[config.mk]
export PLATFORM = sky130hd
export DESIGN_NAME = program_counter
export DESIGN_NICKNAME = d
export VERILOG_FILES = /design/src/rtl/program_counter.sv
export SDC_FILE = /design/constraint.sdc
export NUM_CORES = 1
export LEC_CHECK = 0
export BUFFER_PORTS_ARGS = -buffer_cell sky130_fd_sc_hd__clkbuf_2
export CAP_MARGIN = 20
export CORE_AREA = 2 2 65 67
export DETAILED_ROUTE_END_ITERATION = 7
export DIE_AREA = 0 0 67 69
export GPL_ROUTABILITY_DRIVEN = 0
export PLACE_DENSITY = 0.82
export SLEW_MARGIN = 20
export SYNTH_ARGS = -nofsm -noshare
export SYNTH_HDL_FRONTEND = slang
export SYNTH_SLANG_ARGS = --single-unit
[constraint.sdc]
create_clock -name clock_i -period 3.15 [get_ports clock_i]
set_input_delay 0.315 -clock clock_i [delete_from_list [all_inputs] [get_ports clock_i]]
set_output_delay 0.315 -clock clock_i [all_outputs]
set_load 0.02 [all_outputs]
[src/rtl/program_counter.sv]
// Instruction-address register with a small RUN/DELAY/HALT sequencer.
// Interruption freezes all state; reset is asynchronous and wins over everything.
module program_counter #(
   parameter int                 ADDR_W   = 10,
   parameter int                 DELAY_W  = 16,
   parameter logic [ADDR_W-1:0]  RESET_PC = '0
) (
   input  logic                clock_i,
   input  logic                reset_i,
   input  logic                interruption_i,
   input  logic [1:0]          flagPC_i,
   input  logic                flagJR_i,
   input  logic [ADDR_W-1:0]   immAddr_i,
   input  logic [31:0]         regAddr_i,
   input  logic [DELAY_W-1:0]  delayCycles_i,
   output logic [ADDR_W-1:0]   pc_o,
   output logic                busy_o,
   output logic                halted_o
);

   typedef enum logic [1:0] {
      ST_RUN   = 2'd0,
      ST_DELAY = 2'd1,
      ST_HALT  = 2'd2
   } state_t;

   localparam logic [1:0]         FLAG_HOLD  = 2'd0;
   localparam logic [1:0]         FLAG_INC   = 2'd1;
   localparam logic [1:0]         FLAG_JUMP  = 2'd2;
   localparam logic [1:0]         FLAG_DELAY = 2'd3;
   localparam logic [ADDR_W-1:0]  PC_ONE     = ADDR_W'(1);
   localparam logic [DELAY_W-1:0] CNT_ONE    = DELAY_W'(1);

   state_t              state_q, state_d;
   logic [ADDR_W-1:0]   pc_q, pc_d;
   logic [DELAY_W-1:0]  cnt_q, cnt_d;
   logic [ADDR_W-1:0]   jump_target;

   // Only the low ADDR_W bits of the register operand address instruction memory.
   assign jump_target = flagJR_i ? regAddr_i[ADDR_W-1:0] : immAddr_i;

   generate
      if (ADDR_W < 32) begin : g_reg_unused
         logic unused_reg_bits;
         assign unused_reg_bits = ^regAddr_i[31:ADDR_W];
      end
   endgenerate

   always_ff @(posedge clock_i or posedge reset_i) begin
      if (reset_i) begin
         state_q <= ST_RUN;
         pc_q    <= RESET_PC;
         cnt_q   <= '0;
      end else begin
         state_q <= state_d;
         pc_q    <= pc_d;
         cnt_q   <= cnt_d;
      end
   end

   always_comb begin
      state_d = state_q;
      pc_d    = pc_q;
      cnt_d   = cnt_q;
      if (!interruption_i) begin
         unique case (state_q)
            ST_RUN: begin
               unique case (flagPC_i)
                  FLAG_HOLD: state_d = ST_HALT;
                  FLAG_INC:  pc_d = pc_q + PC_ONE;
                  FLAG_JUMP: pc_d = jump_target;
                  FLAG_DELAY: begin
                     if (delayCycles_i == '0) begin
                        pc_d = pc_q + PC_ONE;
                     end else begin
                        cnt_d   = delayCycles_i;
                        state_d = ST_DELAY;
                     end
                  end
                  default: state_d = state_q;
               endcase
            end
            ST_DELAY: begin
               // Treating a count of 0 as "done" keeps the counter from ever wrapping.
               if (cnt_q > CNT_ONE) begin
                  cnt_d = cnt_q - CNT_ONE;
               end else begin
                  cnt_d   = '0;
                  pc_d    = pc_q + PC_ONE;
                  state_d = ST_RUN;
               end
            end
            ST_HALT: state_d = ST_HALT;
            default: state_d = ST_RUN;
         endcase
      end
   end

   assign pc_o     = pc_q;
   assign busy_o   = (state_q == ST_DELAY);
   assign halted_o = (state_q == ST_HALT);

endmodule

==> impl_metrics.tcl <==
set metrics [dict create \
    drive_above_1_share_pct 28.9 \
    cp_num_buf_inv 1 \
    synth_compound_area_share_pct 29.5 \
    start_kind "flip-flop" \
    critPathArrivalTime_ns 2.77 \
    drt_iter0_markers 148 \
    grt_pass1_wl_mm 8.56 \
    htreeDepth 1 \
    critPathMaxFanout 16 \
    critPathKind "flip-flop to flip-flop" \
    die_area_um2 4620 \
    clkPwrFrac_pct 10.1 \
    cts.path.max_buffers 2 \
    yosysWarnings 0 \
    crit_path_top_delay_cell "or4_4" \
    cts_tree "done" \
    p_switching_w 0.000941 \
    synth_top_area_cell "dfrtp_1" \
    cpLargestDelayFamily "simple AND/OR/NAND/NOR gates" \
    ys_ff_latch 28 \
    wl_per_cell_um 16.1 \
    start_util_pct 50.5 \
    r2r_end "cnt_q[5]" \
    port_buffers 53 \
    cts.sinks 28 \
    fin_crit_ns 2.60 \
    fin_hold_ws_ns 0.0845 \
    hold_violations 0 \
    via_per_inst 6.39 \
    grt_start_max_net_pins 29 \
    ir_worst_vdd_v 0.000399 \
    stdcell_count 323 \
    hold_buffers 0 \
    synth-xor-area-share_pct 0 \
    skew_ns 0.00867 \
    fillerInstances 365 \
    cts_made_buffers 3 \
    dpl.hpwl_mm 3.70 \
    setup_tns_ns 0 \
    end_kind "flip-flop" \
    slew_viol_final 0 \
    synth_top_area_share_pct 35.4 \
    synth_commonest_cells "dfrtp_1 (28), nand2_1 (20), o21ai_0 (19), nor3_1 (13), a21oi_1 (10)" \
    synthAdderAreaFrac_pct 1.90 \
    die_y_um 69 \
    r2r_setup_slack_ns 0.55 \
    cts_resized 0 \
    postRouteAntennaNets 0 \
    synth.area.mux_share_pct 4.93 \
    synth_cells 225 \
    hold_class "input pin to asynchronous set/reset pin" \
    die_x_um 67 \
    worst-slew-pin-transition_ns 0.701 \
    cts.clk_slew.worst_paths_ns 0.10 \
    ys_seq_area_share_pct 35.4 \
    synth_cell_types 53 \
    dr.pass1.iters 4 \
    synth_area_um2 1980 \
    root_buffer "clkbuf_8" \
    postCtsSetupRepairBufs 0 \
    maxSlewHeadroom_pct 53.1 \
    antenna_found_initial 0 \
    powerDensity_nw_per_um2 851 \
    final_util_pct 59.0 \
    clock_latency_ns 0.28 \
    status "finished clean" \
    ys.flop_type "dfrtp_1" \
    drv_cap 0 \
    p_comb_share_pct 50.6 \
    switching_share_pct 47.9 \
    grt_overflow 0 \
    required_ns 3.32 \
    power.leakage_nw 1.03 \
    path_cells "or4_4, nor3_4, a31o_1, buf_4, o41ai_1, a22o_1" \
    rsz0062_at_grt "false" \
    power.internal_w 0.00102 \
    fp-row-count 23 \
    first_global_vias 1886 \
    slowest_delay_ns 0.62 \
    syn-num-nets 292 \
    synth_edf_count 0 \
    synth-async-reset-ratio_pct 100 \
    track_usage_pct 23.2 \
    diodes 0 \
    drc 0 \
    place_ws_ns 0.581 \
    nets 342 \
    synthTopCellsByArea "dfrtp_1 (35%), o21ai_0 (4.8%), nand2_1 (3.8%)" \
    synth_top_family_by_area "compound AO/OA/AOI/OAI gates" \
    fmax_mhz 384 \
    p_seq_share_pct 39.2 \
    core_area_um2 3910 \
    finalWorstSetupSlack_ns 0.549 \
    reg2reg_depth 6 \
    synthToLayoutAreaGrowth_pct 16.8 \
    finalCritPeriodShare_pct 82.6 \
    vias 2063 \
    avgSynthCellArea_um2 8.79 \
    finalSetupViolations 0 \
    io_pins 76 \
    synthSimpleGateAreaFrac_pct 22.5 \
    r2r-start "cnt_q[8]" \
    place_inst 320 \
    totalWireLength_mm 5.21 \
    yosysMostFrequentCell "dfrtp_1" \
]
## worst max-delay path by stage
stage / cells past startpoint / endpoint / slack, ns / start
2_1_floorplan: 7 / pc_o[1] / 1.0 / cnt_q[8]
3_5_place_dp: 6 / cnt_q[5] / 0.58 / cnt_q[8]
3_3_place_gp: 6 / cnt_q[5] / 0.64 / cnt_q[8]
5_1_grt: 6 / cnt_q[7] / 0.41 / cnt_q[8]
6_report: 6 / cnt_q[5] / 0.55 / cnt_q[8]
4_1_cts: 6 / cnt_q[6] / 0.55 / cnt_q[8]
## sequential cells by signal, indices dropped and copies added, names as in the netlist
register / cells
cnt_q: 16
pc_o: 10
state_q: 2
## layer usage
layer	wire length, µm	up-vias	global-route usage, %
met5	0	-	0
met4	81	0	7.71
met3	307	10	2.94
met2	2530	84	37.1
met1	2290	984	32.1
li1	-	985	-
## cell usage in the layout (no fill, tap or decap), types with 4 or more instances in the layout
cell       Yosys  final
nor4_1         9      9
o22ai_1        5      5
nand2b_1       4      4
nor2_1         6      6
buf_4          2      6
nand2_1       20     20
o21ai_0       19     19
inv_1          7      6
a22o_1         6      6
nand3_1        6      6
a21oi_1       10      9
clkbuf_2       0     53
mux2_2         6      6
nand4_1        4      4
nor3_1        13     13
o2bb2ai_1      6      6
dfrtp_1       28     28
a31oi_1        9      9
## cell families (layout without fill, tap and decap cells)
| family | Yosys count | after routing |
|---|---|---|
| DFF | 28 | 28 |
| buffers and inverters | 21 | 69 |
| and+or+nand+nor | 79 | 79 |
| AOI/OAI and AO/OA | 85 | 85 |
| muxes | 9 | 9 |
| adders and majority gates | 3 | 3 |
## layout make-up
class                           count  area, µm²  share of cell area (%)
Multi-Input combinational cell    176       1170                    50.6
Clock buffer                        3       41.3                    1.79
Inverter                            7       26.3                    1.14
Timing Repair Buffer               59        310                    13.4
Sequential cell                    28        701                    30.3
Tap cell                           50       62.6                    2.71
## power by group through the flow
stage	clock network (W)	registers (W)	logic [W]
3_3_place_gp	0	0.000757	0.000955
4_1_cts	0.000201	0.000761	0.000989
6_report	0.000198	0.000771	0.000995
2_1_floorplan	0	0.000772	0.000700
5_1_grt	0.000218	0.000796	0.00110
3_5_place_dp	0	0.000762	0.000981
## stage by stage
| stage | power [W] | instance area (µm²) |
|---|---|---|
| finish | 0.00196 | 2310 |
| global route | 0.00211 | 2310 |
| CTS | 0.00195 | 2310 |
| detailed placement | 0.00174 | 2260 |
| global placement | 0.00171 | 2260 |
| floorplan | 0.00147 | 1980 |
Power figures use the tool's default switching activity.
